`src/rtl/mult_share_ctrl_pkg.sv`:
```
// Shared defaults, state encoding and Booth digit encoding for the
// two-requester shared Booth multiplier controller.
package mult_share_ctrl_pkg;

  localparam int MBITS_DEF    = 12;
  localparam int NBITS_DEF    = 8;
  localparam int TREE_LAT_DEF = 2;

  localparam int PPW = MBITS_DEF + 1;
  localparam int PW  = MBITS_DEF + NBITS_DEF;
  localparam int NPP = NBITS_DEF / 2;

  typedef enum logic [1:0] {
    IDLE   = 2'd0,
    ISSUE  = 2'd1,
    SETTLE = 2'd2,
    RESP   = 2'd3
  } state_t;

  typedef enum logic [2:0] {
    D_ZERO = 3'd0,
    D_POS1 = 3'd1,
    D_POS2 = 3'd2,
    D_NEG1 = 3'd3,
    D_NEG2 = 3'd4
  } booth_digit_t;

  // Radix-4 Booth recoding of {n[2k+1], n[2k], n[2k-1]}.
  function automatic booth_digit_t booth_encode(input logic [2:0] triple);
    booth_digit_t d;
    case (triple)
      3'b001, 3'b010: d = D_POS1;
      3'b011:         d = D_POS2;
      3'b100:         d = D_NEG2;
      3'b101, 3'b110: d = D_NEG1;
      default:        d = D_ZERO;
    endcase
    return d;
  endfunction

endpackage

```
`src/rtl/mult_share_ctrl_booth_pp_gen.sv`:
```
// Combinational radix-4 Booth partial-product generator: four unshifted,
// sign-extended partial products d_k*m.
module booth_pp_gen
  import mult_share_ctrl_pkg::*;
#(
  parameter int MBITS = MBITS_DEF,
  parameter int NBITS = NBITS_DEF
) (
  input  logic [MBITS-1:0] m,
  input  logic [NBITS-1:0] n,
  output logic [MBITS:0]   pp0,
  output logic [MBITS:0]   pp1,
  output logic [MBITS:0]   pp2,
  output logic [MBITS:0]   pp3
);

  logic [MBITS:0] m_x1;
  logic [MBITS:0] m_x2;
  logic [NBITS:0] n_ext;
  logic [MBITS:0] pp [4];

  assign m_x1  = {m[MBITS-1], m};
  assign m_x2  = {m, 1'b0};
  // n_ext[0] is the implicit n[-1] = 0 of the first Booth triple.
  assign n_ext = {n, 1'b0};

  always_comb begin
    for (int k = 0; k < 4; k++) begin
      pp[k] = '0;
      case (booth_encode(n_ext[2*k +: 3]))
        D_POS1:  pp[k] = m_x1;
        D_POS2:  pp[k] = m_x2;
        D_NEG1:  pp[k] = -m_x1;
        D_NEG2:  pp[k] = -m_x2;
        default: pp[k] = '0;
      endcase
    end
  end

  assign pp0 = pp[0];
  assign pp1 = pp[1];
  assign pp2 = pp[2];
  assign pp3 = pp[3];

endmodule

```
`src/rtl/mult_share_ctrl.sv`:
```
// Shares one Booth pp generator and an external wallace_tree between two
// requesters, round-robin arbitrated, returning id-tagged products.
module mult_share_ctrl
  import mult_share_ctrl_pkg::*;
#(
  parameter int MBITS    = MBITS_DEF,
  parameter int NBITS    = NBITS_DEF,
  parameter int TREE_LAT = TREE_LAT_DEF
) (
  input  logic                   clk,
  input  logic                   rst,
  input  logic                   req_valid_a,
  output logic                   req_ready_a,
  input  logic [MBITS-1:0]       m_a,
  input  logic [NBITS-1:0]       n_a,
  input  logic                   req_valid_b,
  output logic                   req_ready_b,
  input  logic [MBITS-1:0]       m_b,
  input  logic [NBITS-1:0]       n_b,
  output logic [MBITS:0]         pp0,
  output logic [MBITS:0]         pp1,
  output logic [MBITS:0]         pp2,
  output logic [MBITS:0]         pp3,
  input  logic [MBITS+NBITS-1:0] tree_sum,
  output logic                   rsp_valid,
  input  logic                   rsp_ready,
  output logic                   rsp_id,
  output logic [MBITS+NBITS-1:0] product
);

  localparam int CW = 4;
  localparam logic [CW-1:0] CNT_LOAD = CW'(TREE_LAT - 1);

  // Handshakes: a transfer happens on a rising clk edge where valid && ready.
  // Requesters hold valid and operands until accepted; the response holds
  // rsp_valid, rsp_id and product until rsp_ready.

  state_t           state;
  state_t           state_next;
  logic             last_grant;
  logic             grant_a;
  logic             grant_b;
  logic             req_hs;
  logic             rsp_hs;
  logic             issue;
  logic             capture;
  logic             id_q;
  logic [MBITS-1:0] m_q;
  logic [NBITS-1:0] n_q;
  logic [CW-1:0]    cnt;
  logic [MBITS:0]   pp_c0;
  logic [MBITS:0]   pp_c1;
  logic [MBITS:0]   pp_c2;
  logic [MBITS:0]   pp_c3;

  // last_grant = 1 means B was served last, so A wins a tie.
  assign grant_a     = req_valid_a && (!req_valid_b || last_grant);
  assign grant_b     = req_valid_b && (!req_valid_a || !last_grant);
  assign req_ready_a = (state == IDLE) && !rst && grant_a;
  assign req_ready_b = (state == IDLE) && !rst && grant_b;
  assign req_hs      = (req_valid_a && req_ready_a) || (req_valid_b && req_ready_b);
  assign rsp_hs      = rsp_valid && rsp_ready;

  booth_pp_gen #(
    .MBITS (MBITS),
    .NBITS (NBITS)
  ) u_booth (
    .m   (m_q),
    .n   (n_q),
    .pp0 (pp_c0),
    .pp1 (pp_c1),
    .pp2 (pp_c2),
    .pp3 (pp_c3)
  );

  always_ff @(posedge clk or posedge rst) begin
    if (rst) state <= IDLE;
    else     state <= state_next;
  end

  always_comb begin
    state_next = state;
    issue      = 1'b0;
    capture    = 1'b0;
    case (state)
      IDLE:    if (req_hs) state_next = ISSUE;
      ISSUE: begin
        issue      = 1'b1;
        state_next = SETTLE;
      end
      SETTLE: begin
        if (cnt == '0) begin
          capture    = 1'b1;
          state_next = RESP;
        end
      end
      RESP:    if (rsp_hs) state_next = IDLE;
      default: state_next = IDLE;
    endcase
  end

  always_ff @(posedge clk or posedge rst) begin
    if (rst) begin
      last_grant <= 1'b1;
      id_q       <= 1'b0;
      m_q        <= '0;
      n_q        <= '0;
      cnt        <= '0;
      pp0        <= '0;
      pp1        <= '0;
      pp2        <= '0;
      pp3        <= '0;
      rsp_valid  <= 1'b0;
      rsp_id     <= 1'b0;
      product    <= '0;
    end else begin
      if (req_hs) begin
        m_q        <= req_ready_b ? m_b : m_a;
        n_q        <= req_ready_b ? n_b : n_a;
        id_q       <= req_ready_b;
        last_grant <= req_ready_b;
      end
      if (issue) begin
        pp0 <= pp_c0;
        pp1 <= pp_c1;
        pp2 <= pp_c2;
        pp3 <= pp_c3;
        cnt <= CNT_LOAD;
      end else if (state == SETTLE && cnt != '0) begin
        cnt <= cnt - 1'b1;
      end
      if (capture) begin
        product   <= tree_sum;
        rsp_id    <= id_q;
        rsp_valid <= 1'b1;
      end else if (rsp_hs) begin
        rsp_valid <= 1'b0;
      end
    end
  end

endmodule

```
`config.mk`:
```
export PLATFORM = sky130hd
export DESIGN_NAME = mult_share_ctrl
export DESIGN_NICKNAME = d
export VERILOG_FILES = /design/src/rtl/mult_share_ctrl_pkg.sv /design/src/rtl/mult_share_ctrl_booth_pp_gen.sv /design/src/rtl/mult_share_ctrl.sv
export SDC_FILE = /design/constraint.sdc
export NUM_CORES = 1
export LEC_CHECK = 0
export ABC_CLOCK_PERIOD_IN_PS = 3500
export BUFFER_PORTS_ARGS = -buffer_cell sky130_fd_sc_hd__clkbuf_2
export CAP_MARGIN = 20
export CORE_MARGIN = 3
export CORE_UTILIZATION = 45
export CTS_CLUSTER_SIZE = 8
export DETAILED_ROUTE_END_ITERATION = 16
export GPL_ROUTABILITY_DRIVEN = 0
export PLACE_DENSITY = 0.74
export SLEW_MARGIN = 20
export SYNTH_ARGS = -nofsm -noshare
export SYNTH_HDL_FRONTEND = slang
export SYNTH_HIERARCHICAL = 1
export SYNTH_SLANG_ARGS = --single-unit
```
`constraint.sdc`:
```
create_clock -name clk -period 3.5 [get_ports clk]
set_input_delay 0.35 -clock clk [delete_from_list [all_inputs] [get_ports clk]]
set_output_delay 0.35 -clock clk [all_outputs]
set_load 0.02 [all_outputs]
```
== Word level (Yosys, flattened, before mapping) ==
Index checks and enable logic that the tools add are counted.

* Flip-flop bits (word level): 102
* Output and inout bits: 76

* Add/subtract/negate cells: 3
* Equal/unequal tests: 43
* Muxes and demuxes: 21
* Reduce and logical (&&, ||, !) cells: 28

{| class="wikitable"
|+ Operators with widths
! operator !! number
|-
| $pmux W13 S4 || 4
|-
| $eq A3 B2 Y1 const B || 14
|-
| $eq A3 B3 Y1 const B || 13
|-
| $pmux W3 S4 || 3
|-
| $neg A13 Y13 || 2
|-
| $eq A3 B1 Y1 const B || 7
|-
| $mux W12 || 1
|-
| $reduce_or A2 Y1 || 6
|-
| $logic_and A1 B1 Y1 || 9
|-
| $pmux W3 S3 || 1
|-
| $eq A2 B2 Y1 const B || 4
|-
| $mux W4 || 2
|-
| $mux W8 || 1
|-
| $pmux W2 S4 || 1
|-
| $mux W2 || 3
|-
| $ne A2 B2 Y1 const B || 3
|-
| $mux W1 || 5
|-
| $eq A2 B1 Y1 const B || 2
|-
| $logic_not A1 Y1 || 4
|-
| $logic_not A4 Y1 || 1
|-
| $reduce_bool A2 Y1 || 2
|-
| $reduce_bool A4 Y1 || 1
|-
| $sub A4 B1 Y4 const B || 1
|-
| $logic_or A1 B1 Y1 || 3
|-
| 2 further kinds || 2
|}

== Longest topological paths before layout ==
Gate-level depths: netlist (run 1).

* Depth after elaboration: 8
* Gate-level depth with buffers: 9
* Gate-level depth less buffers: 8

== Hierarchy ==
The synthesis (run 1) kept the hierarchy.

{| class="wikitable"
|+ By module, submodules not included
! module !! times used !! cells an instance !! area an instance (µm²)
|-
| mult_share_ctrl || 1 || 299 || 4,271.6
|-
| booth_pp_gen || 1 || 368 || 2,240.9
|}

== Least setup slack after synthesis (run 1) ==
No wires, ideal clock.

* Path type: flip-flop to flip-flop
* From: register m_q[3]
* To: register pp2[8]
* Arrival time: 2.321 ns
* Path slack: 1.054 ns
* Cell stages (with the launch flop): 9
* Cells stage by stage: dfrtp_1 buf_6 or3_1 buf_6 or4_4 xnor2_2 mux2i_1 a221o_1 mux2_2

* Word-level cells in the longest chain between the ends: 2

{| class="wikitable"
|+ Ends and longest elaborated chain
! element !! line !! text
|-
| start: declaration || mult_share_ctrl.sv:48 || <nowiki>logic [MBITS-1:0] m_q;</nowiki>
|-
| start signal: assignment || mult_share_ctrl.sv:118 || <nowiki>m_q <= req_ready_b ? m_b : m_a;</nowiki>
|-
| $neg A13 Y13, on equally long branches || mult_share_ctrl_booth_pp_gen.sv:34, mult_share_ctrl_booth_pp_gen.sv:33 ||
|-
| $pmux W13 S4 * || mult_share_ctrl_booth_pp_gen.sv:30 || <nowiki>case (booth_encode(n_ext[2*k +: 3]))</nowiki>
|-
| via pp_c2[8] || mult_share_ctrl.sv:53 || <nowiki>logic [MBITS:0] pp_c2;</nowiki>
|-
| end signal: assignment || mult_share_ctrl.sv:126 || <nowiki>pp2 <= pp_c2;</nowiki>
|-
| end: declaration || mult_share_ctrl.sv:22 || <nowiki>output logic [MBITS:0] pp2,</nowiki>
|}

Mark *: on every way through the listed nets, which the timed path passes. The rest lies on a longest branch.
A chain may end at the register's enable or synchronous reset.

== Worst setup path after layout (run 1) ==
* From: register m_q[3]
* To: register pp3[10]

* Word-level cells in the longest chain between the ends: 2

{| class="wikitable"
|+ Ends and longest elaborated chain
! element !! line !! text
|-
| $neg A13 Y13, on equally long branches || mult_share_ctrl_booth_pp_gen.sv:34, mult_share_ctrl_booth_pp_gen.sv:33 ||
|-
| $pmux W13 S4 * || mult_share_ctrl_booth_pp_gen.sv:30 ||
|-
| via pp_c3[10] || mult_share_ctrl.sv:54 || <nowiki>logic [MBITS:0] pp_c3;</nowiki>
|-
| end signal: assignment || mult_share_ctrl.sv:127 || <nowiki>pp3 <= pp_c3;</nowiki>
|-
| end: declaration || mult_share_ctrl.sv:23 || <nowiki>output logic [MBITS:0] pp3,</nowiki>
|}

Marks and branches as above.

==> metrics, run 1 <==
status=complete, no violations; drt drc=0; Critical Path End=pp3[10]; CP max stage delay=roughly 0.68 ns; critical path peak fanout=17; setup bufs post-CTS=0; Crit path required time=~3.8 ns; Synth-to-Final Area Change=16.7%; DIE HEIGHT=126 um; Final Skew=~0.011 ns; final core occ=0.541; min cycle time layout=slightly below 3 ns; Synthesized Nets=740; period utilization=0.836; hold_buf cts=1; DR WL/cell=between 15 and 20 um; WS Path Type=reg -> reg; num rows=43; Hold Slack=0.196 ns; detailed placer's ending HPWL=~13000 um; Fin Setup TNS=0 ns; vias=roughly 5700; post-CTS sizing=0; Std-Cell Core Area=roughly 14000 um2; initial drt markers=a little over 600; RSZ-0062 raised after global routing=false; WP data arrival=3.18 ns; final WL=~18000 um; reg2reg start=m_q[3]; highest achievable clock rate=0.342 GHz; Root Buffer=clkbuf_16; initial antenna violation count=2; total inserted antenna cells=0; hold crit path type=in -> reg; commonest cells after routing, fill and taps aside=clkbuf_2 (140), dfrtp_1 (101), nand2_1 (72), mux2_2 (57), o21ai_0 (49); CTS clk-pin slew, worst paths=around 0.080 ns; fin. max-slew vios=0; Clock Tree Buf Depth=2; # setup viols final=0; layout net count=roughly 850; Leakage=3.68 nW; first-pass GRT wire length=~29000 um; num ports=141; Post-synth EDFFs=0; synth warn=6; share of flip-flops with an asynchronous set or reset=1.00; Synth Instances=between 600 and 700; Final Hold Fails=0; vias in the first global route=around 5300; Rel. slew slack=0.421; largest net degree at the start of global routing=90; Worst R2R End=pp3[10]; share of layout cells above drive strength 1=0.337; CTS Sinks=102; Seq cells post-synth=about 100; port bufs=140; cell with the biggest individual delay on the critical path=nor4_1; max_cap viols=0; Setup crit end kind=flop; worst-path cell chain=nor4_1 > nand3_1 > xnor2_1 > mux2i_1 > a221o_1 > mux2_2; Detailed Routing Iterations Pass 1=5; Reg area=between 2000 and 3000 um2; die area=16000 um2; PD cells=1110 nW/um2; Starting Density=0.464; CTS H-tree depth=3; Worst-Margin Slew=about 0.87 ns; register area share after synthesis=0.392; Setup crit start kind=flop; Via density=5.92; clock insertion delay at the later pin of the skew report=~0.36 ns; area of the multi-input gates=between 3000 and 4000 um2; mean post-synth cell area=about 10 um2; FF-to-FF path depth=6; R2R Setup Slk=0.57 ns; Routed Antenna Nets=0; global route total overflow=0; CTS buffer count=9; most common cell after layout, fill and taps aside=clkbuf_2; Synth cell types=slightly above 60; top_reg_cell synth=dfrtp_1; mapped cell area=about 6500 um2; Die X=about 130 um; Fillers=1269; Tot GR Track Use=0.224; Critical Path Start=m_q[3]; maximum VDD drop=between 0.5 and 0.6 mV; CTS tree=done
==> power by group <==
group          total, W  leakage, nW  internal, W  switching [W]
Clock           0.00104        0.148     0.000564       0.000472
Combinational   0.00511         2.26      0.00209        0.00301
Sequential      0.00231         1.27      0.00172       0.000593
Total           0.00846         3.68      0.00438        0.00408
==> critical path: cells and delay by family (launching register included) <==
family	cells	cell delay (ns)
compound gates	1	0.36
simple gates	2	0.99
flops	1	0.57
xor+xnor	1	0.47
mux	2	0.42
==> synth_stat cells (5+ instances only) <==
cell type / count / area, um2
a21oi_1: 31 / 155
nand2_1: 72 / 270
a221o_1: 9 / 90.1
o211ai_1: 6 / 45.0
a211oi_1: 9 / 67.6
mux2_2: 57 / 642
nand2b_1: 10 / 62.6
clkbuf_1: 40 / 150
mux2i_1: 39 / 390
a221oi_1: 13 / 114
a22o_1: 6 / 52.6
nor2_1: 43 / 161
buf_1: 7 / 26.3
inv_1: 15 / 56.3
and2_1: 5 / 31.3
o21ai_0: 50 / 250
mux2_4: 21 / 315
xnor2_1: 13 / 114
o22ai_1: 10 / 62.6
nand3_1: 12 / 60.1
a31oi_1: 8 / 50.1
xor2_1: 13 / 114
ha_1: 8 / 100
nor2b_1: 6 / 37.5
dfrtp_1: 101 / 2530
a22oi_1: 8 / 60.1
==> final cells by class <==
cell class | count | share of cell area
clock inverters | 7 | 0.0105
inverters | 16 | 0.00823
repair buffers | 156 | 0.110
flip-flops and latches | 102 | 0.336
clock buffers | 9 | 0.0296
well taps | 180 | 0.0296
multi-input cells | 491 | 0.476
==> metrics by stage <==
stage / total power (W) / setup WS (ns) / instances / cell area (um2)
6_report: 0.00846 / 0.574 / 961 / 7600
3_5_place_dp: 0.00731 / 0.750 / 944 / 7290
4_1_cts: 0.00838 / 0.709 / 961 / 7600
3_3_place_gp: 0.00725 / 0.799 / 944 / 7290
2_1_floorplan: 0.00592 / 0.476 / 667 / 6510
5_1_grt: 0.00900 / 0.339 / 961 / 7600
==> layer usage <==
metal / track usage / up-vias / share of wire
met5: 0 / - / 0.0012
met4: 0.0826 / 4 / 0.034
met3: 0.0720 / 69 / 0.10
met2: 0.342 / 321 / 0.45
met1: 0.298 / 2667 / 0.41
li1: - / 2631 / -
==> state kept, by name (all words and copies together), names as in the netlist <==
signal and count:
n_q 8, rsp_id 1, last_grant 1, id_q 1, pp0 13, state 2
cnt 4, m_q 12, rsp_valid 1, product 20, pp1 13, pp2 13
pp3 13
==> kinds of logic after synthesis <==
logic type | Yosys count | synth area share
adder cells (fa/ha/maj) | 8 | 0.0154
AND/OR/NAND/NOR | 173 | 0.127
buffers and inverters | 74 | 0.0530
XOR/XNOR | 27 | 0.0375
multiplexers | 117 | 0.207
AO/OA/AOI/OAI | 166 | 0.168
flip-flops | 102 | 0.392
==> how the worst min path moves through the flow <==
| stage | start | end | slack (ns) | cells past startpoint |
|---|---|---|---|---|
| 6_report | rsp_ready | rsp_valid | 0.20 | 2 |
| 5_1_grt | rsp_ready | rsp_valid | 0.20 | 2 |
| 4_1_cts | rsp_ready | rsp_valid | 0.19 | 2 |
| 3_5_place_dp | rst | id_q | 0.29 | 2 |
| 3_3_place_gp | rst | id_q | 0.29 | 2 |
| 2_1_floorplan | id_q | id_q | 0.44 | 2 |
Note: power is estimated with default switching activity, not from simulation.
==> run 2: changes to the inputs <==
--- a/config.mk
+++ b/config.mk
@@ -5,7 +5,8 @@
 export SDC_FILE = /design/constraint.sdc
 export NUM_CORES = 1
 export LEC_CHECK = 0
-export ABC_CLOCK_PERIOD_IN_PS = 3500
+export ABC_AREA = 1
+export ABC_CLOCK_PERIOD_IN_PS = 2680
 export BUFFER_PORTS_ARGS = -buffer_cell sky130_fd_sc_hd__clkbuf_2
 export CAP_MARGIN = 20
 export CORE_MARGIN = 3
@@ -13,7 +14,7 @@
 export CTS_CLUSTER_SIZE = 8
 export DETAILED_ROUTE_END_ITERATION = 16
 export GPL_ROUTABILITY_DRIVEN = 0
-export PLACE_DENSITY = 0.74
+export PLACE_DENSITY = 0.77
 export SLEW_MARGIN = 20
 export SYNTH_ARGS = -nofsm -noshare
 export SYNTH_HDL_FRONTEND = slang
==> constraint.sdc (replaced) <==
create_clock -name clk -period 2.68 [get_ports clk]
set_input_delay 0.268 -clock clk [delete_from_list [all_inputs] [get_ports clk]]
set_output_delay 0.268 -clock clk [all_outputs]
set_load 0.02 [all_outputs]
==> run 2 against run 1 <==
Hold slack got worse by 0.086 ns. First-iteration DRC count rose by 0.32%. Highest routed layer is now met4. Critical path type is now reg -> out. Area after synthesis fell by 7.5%. Final cell count rose by 19%. Clock skew fell by 0.0017 ns.
==> metrics, run 2 <==
status=complete, no violations; clock power share=0.151; Synth area leader=dfrtp_1; vias in the first global route=5345; Final Hold Fails=0; num rows=just over 40; mapped cell area=between 6000 and 7000 um2; layout net count=roughly 1000; CTS buffer count=9; Crit path required time=about 2.4 ns; Sw Share=0.499; most common cell after layout, fill and taps aside=nand2_1; Fillers=between 1000 and 1500; Setup crit end kind=primary output; setup bufs post-CTS=0; mean post-synth cell area=~7 um2; most frequent cell after synthesis=nand2_1; die area=14800 um2; global route total overflow=0; total inserted antenna cells=0; Root Buffer=clkbuf_16; Std-Cell Core Area=12900 um2; P_sw=roughly 0.0047 W; area of the multi-input gates=about 2900 um2; initial antenna violation count=0; Seq cells post-synth=approximately 100; Starting Density=0.468; Clock Tree Buf Depth=2; CTS clk-pin slew, worst paths=0.07 ns; Tot GR Track Use=0.219; Leakage=approximately 4.0 nW; highest achievable clock rate=approximately 0.46 GHz; register area share after synthesis=0.424; WS Path Type=reg -> out; period utilization=0.820; max reg flops=20; Flop pwr share=0.300; critical path peak fanout=64; clock insertion delay at the later pin of the skew report=around 0.35 ns; pre-CTS setup slack=between 0.6 and 0.7 ns; Fin Setup TNS=0 ns; Rel. slew slack=0.403; Synthesized Nets=916; combinational cell fraction of total power=0.549; area share of the largest cell type after synthesis=0.419; top_reg_cell synth=dfrtp_1; CTS tree=done; Reg area=between 2000 and 3000 um2; min cycle time layout=about 2.2 ns; fin. max-slew vios=0; DR WL/cell=13.7 um; Via density=between 5 and 6; largest net degree at the start of global routing=65; Post-synth EDFFs=0; maximum VDD drop=~0.48 mV; first-pass GRT wire length=roughly 26000 um; Worst-Margin Slew=0.893 ns; CTS Sinks=between 100 and 150; share of layout cells above drive strength 1=0.211; num ports=roughly 140; hold_buf cts=1; Setup crit start kind=flop; Synth cell types=38; commonest cells after routing, fill and taps aside=nand2_1 (309), clkbuf_2 (140), nand3_1 (118), dfrtp_1 (101), inv_1 (87); Die X=122 um; DIE HEIGHT=around 120 um; synth warn=6; CTS H-tree depth=3; RSZ-0062 raised after global routing=false; drt drc=0; detailed placer's ending HPWL=between 10000 and 15000 um; share of flip-flops with an asynchronous set or reset=1.00; hold crit path type=in -> reg; final WL=15700 um; post-CTS sizing=0; port bufs=140; Biggest register=product; max_cap viols=0; Synth top cells by count=nand2_1 (309), nand3_1 (118), dfrtp_1 (101); WP data arrival=a little under 2 ns; Final Skew=slightly below 0.009 ns; PD cells=about 1300 nW/um2; Synth Instances=843; Pint=between 0.004 and 0.005 W; Routed Antenna Nets=0; # setup viols final=0; Detailed Routing Iterations Pass 1=5; Synth-to-Final Area Change=18.5%; Synth area leaders=dfrtp_1 (42%), nand2_1 (19%), nand3_1 (9.8%); final critical-path setup slack=roughly 0.48 ns; initial drt markers=around 620; vias=just under 6000
==> run 2: final timing paths <==
path	start	end	slack (ns)	depth (start not counted)
max	state[0]	req_ready_b	0.48	6
min	rsp_ready	rsp_valid	0.11	2
max reg2reg	state[1]	m_q[5]	0.70	9
min reg2reg	pp1[7]	pp1[7]	0.47	2
max in group asynchronous	rst	pp2[12]	1.45	4
min in group asynchronous	rst	product[5]	0.39	3
==> run 2: metal layers <==
metal	track usage	routed length, um	vias up
met3	0.0506	1400	37
met1	0.314	7020	2634
li1	-	-	2948
met5	0	0	-
met4	0.0693	367	0
met2	0.332	6910	284
==> run 2: cell families after synthesis <==
group / Yosys count / synth area share
xor+xnor: 2 / 0.00415
simple gates: 497 / 0.365
compound gates: 97 / 0.0926
buf+inv: 137 / 0.0976
fa+ha+maj: 8 / 0.0166
flops: 102 / 0.424
==> run 2: area by class of cell <==
class,count,share of cell area
well taps,172,0.0301
inverters,98,0.0520
repair buffers,152,0.111
flip-flops and latches,102,0.358
clock buffers,9,0.0315
clock inverters,7,0.0137
multi-input cells,604,0.404
==> run 2: critical path: stages (launching register included) <==
cell and delay [ns]:
dfrtp_1 0.40, inv_1 0.09, ha_1 0.24, nand4_2 0.11, buf_4 0.48, inv_1 0.08, clkbuf_2 0.17
==> run 2: power by group through the flow <==
stage / Combinational, W / Sequential (W) / Clock (W)
after floorplan: 0.00327 / 0.00321 / 0
after global placement: 0.00503 / 0.00279 / 0
after detailed placement: 0.00507 / 0.00282 / 0
after CTS: 0.00508 / 0.00280 / 0.00143
after global routing: 0.00572 / 0.00290 / 0.00151
final: 0.00512 / 0.00280 / 0.00141
==> run 2: metrics by stage <==
step | std cells | total power (W) | hold slack (ns) | utilization | cell area, um2
floorplan | 843 | 0.00648 | 0.375 | - | 6030
global placement | 1127 | 0.00782 | 0.229 | 0.529 | 6810
detailed placement | 1127 | 0.00789 | 0.232 | 0.529 | 6810
CTS | 1144 | 0.00931 | 0.0993 | 0.555 | 7140
global route | 1144 | 0.0101 | 0.111 | 0.555 | 7140
finish | 1144 | 0.00933 | 0.109 | 0.555 | 7140
==> run 3: changes to the inputs <==
--- a/config.mk
+++ b/config.mk
@@ -6,7 +6,7 @@
 export NUM_CORES = 1
 export LEC_CHECK = 0
 export ABC_AREA = 1
-export ABC_CLOCK_PERIOD_IN_PS = 2680
+export ABC_CLOCK_PERIOD_IN_PS = 1900
 export BUFFER_PORTS_ARGS = -buffer_cell sky130_fd_sc_hd__clkbuf_2
 export CAP_MARGIN = 20
 export CORE_MARGIN = 3
==> constraint.sdc (replaced) <==
create_clock -name clk -period 1.9 [get_ports clk]
set_input_delay 0.19 -clock clk [delete_from_list [all_inputs] [get_ports clk]]
set_output_delay 0.19 -clock clk [all_outputs]
set_load 0.02 [all_outputs]
==> run 3 against run 2 <==
Register-to-register slack worse by 0.57 ns. Critical path type unchanged. Critical endpoint is now req_ready_a. Critical path depth up 1. The run now ends with hold timing left. Design area up 4.1%. Via count up 2.4%. Sequential power up 36%. Flip-flop and latch count unchanged. Final cell count up 2.4%. Sequential share of layout area down 1.4 points. Largest cell class unchanged.
==> metrics, run 3 (synthesized netlist as in run 2, its figures left out) <==
combinational cell fraction of total power=0.586; most common cell after layout, fill and taps aside=nand2_1; global route total overflow=0; Finished Layout Cells=1171; hold crit path type=in -> async; Hold Slack=-0.00824 ns; CP dominant cell by count=inv_1; Routed Antenna Nets=0; die area=14800 um2; Leakage=approximately 4.2 nW; num rows=41; detailed placer's ending HPWL=~12000 um; first-pass GRT wire length=between 20000 and 30000 um; max_cap viols=0; cell with the biggest individual delay on the critical path=dfrtp_2; clock insertion delay at the later pin of the skew report=~0.36 ns; total inserted antenna cells=0; Setup crit start kind=flop; Starting Density=0.468; initial antenna violation count=0; vias=a little over 6000; Clock Tree Buf Depth=2; cell family with most CP delay=flip-flops; share of layout cells above drive strength 1=0.240; critical path peak fanout=4; PD cells=between 1500 and 2000 nW/um2; Flop pwr share=0.278; CP Buf/Inv Count=4; Worst-Margin Slew=roughly 0.59 ns; commonest cells after routing, fill and taps aside=nand2_1 (309), clkbuf_2 (140), nand3_1 (118), dfrtp_1 (100), inv_1 (84); P_sw=0.00683 W; period utilization=0.936; worst-path cell chain=inv_2 > ha_4 > inv_1 > nor2_2 > nand3_2 > inv_1 > clkbuf_2; Final Hold Fails=10; Final Skew=0.00480 ns; vias in the first global route=5436; num ports=141; Placed Cells incl. Taps=~1100; CTS buffer count=9; Detailed Routing Iterations Pass 1=7; CTS H-tree depth=3; Std-Cell Core Area=roughly 13000 um2; CTS clk-pin slew, worst paths=approximately 0.07 ns; failing checks=hold timing; largest net degree at the start of global routing=103; Fin Setup TNS=0 ns; Via density=between 5 and 6; min cycle time layout=1.78 ns; maximum VDD drop=0.805 mV; final WL=between 15000 and 20000 um; DIE HEIGHT=~120 um; clock power share=0.137; fin. max-slew vios=0; Crit path required time=roughly 1.7 ns; # setup viols final=0; RSZ-0062 raised after global routing=true; WP data arrival=around 1.6 ns; CTS Sinks=102; Pint=between 0.006 and 0.007 W; highest achievable clock rate=roughly 0.56 GHz; max reg flops=20; CP max stage delay=roughly 0.44 ns; initial drt markers=800; Biggest register=product; CTS tree=done; status=complete, but fails checks; Root Buffer=clkbuf_16; drt drc=0; port bufs=140; Rel. slew slack=0.609; Synth-to-Final Area Change=23.4%; DR WL/cell=about 14 um; layout net count=between 1000 and 1500; Tot GR Track Use=0.222; Tot Pwr=approximately 0.014 W; WS Path Type=reg -> out; Die X=about 120 um; Setup crit end kind=primary output; Sw Share=0.499
==> run 3: final timing paths <==
path	startpoint	endpoint	slack, ns	depth (start not counted)
setup / recovery	state[0]	req_ready_a	0.12	7
max in group asynchronous	rst	pp0[6]	1.50	3
hold / removal	rst	state[1]	-0.008	3
min in group clk	rsp_ready	rsp_valid	0.04	2
setup reg to reg	m_q[1]	pp1[12]	0.13	10
hold reg to reg	pp3[9]	pp3[9]	0.47	2
==> run 3: final cells by class <==
class                           count  area (um2)
Tap cell                          172         215
Multi-Input combinational cell    605        2930
Sequential cell                   102        2550
Timing Repair Buffer              178        1050
Inverter                           98         372
Fill cell                        1199        5440
Clock buffer                        9         225
Clock inverter                      7        81.3
==> run 3: per-stage QoR <==
step           setup WS [ns]  area [um2]  utilization
2_1_floorplan          0.105        6030            -
5_1_grt              0.00102        7430        0.577
3_3_place_gp           0.131        7020        0.545
6_report               0.121        7430        0.577
4_1_cts               0.0355        7340        0.570
3_5_place_dp          0.0954        7020        0.545
==> run 3: power groups by stage <==
stage,sequential [W],combinational (W),clock (W)
5_1_grt,0.00393,0.00888,0.00200
3_5_place_dp,0.00383,0.00771,0
3_3_place_gp,0.00380,0.00763,0
6_report,0.00380,0.00802,0.00187
4_1_cts,0.00380,0.00780,0.00191
2_1_floorplan,0.00453,0.00461,0
==> run 3: worst reg2reg max path, cell delays in order, from the launching register on <==
cell,delay [ns]
dfrtp_1,0.39
inv_2,0.12
ha_1,0.24
nand2_2,0.10
nor2_4,0.16
buf_4,0.15
nand4_2,0.15
nand3_1,0.12
nand3_1,0.10
nand2_1,0.09
nand2_1,0.05
==> run 3: repair_timing <==
item | in CTS | in global routing
setup endpoints to repair | 1 | 21
setup buffers | 0 | 5
gates cloned | 0 | 2
gates resized for setup | 4 | 6
hold buffers | 0 | 0
pin swaps | 0 | 2
==> run 3: per-layer routing <==
layer | GRT usage | vias to the layer above | wire [um]
met1 | 0.326 | 2658 | 7230
met3 | 0.0339 | 49 | 1530
li1 | - | 3015 | -
met5 | 0 | - | 0
met4 | 0.0819 | 0 | 415
met2 | 0.332 | 325 | 7060
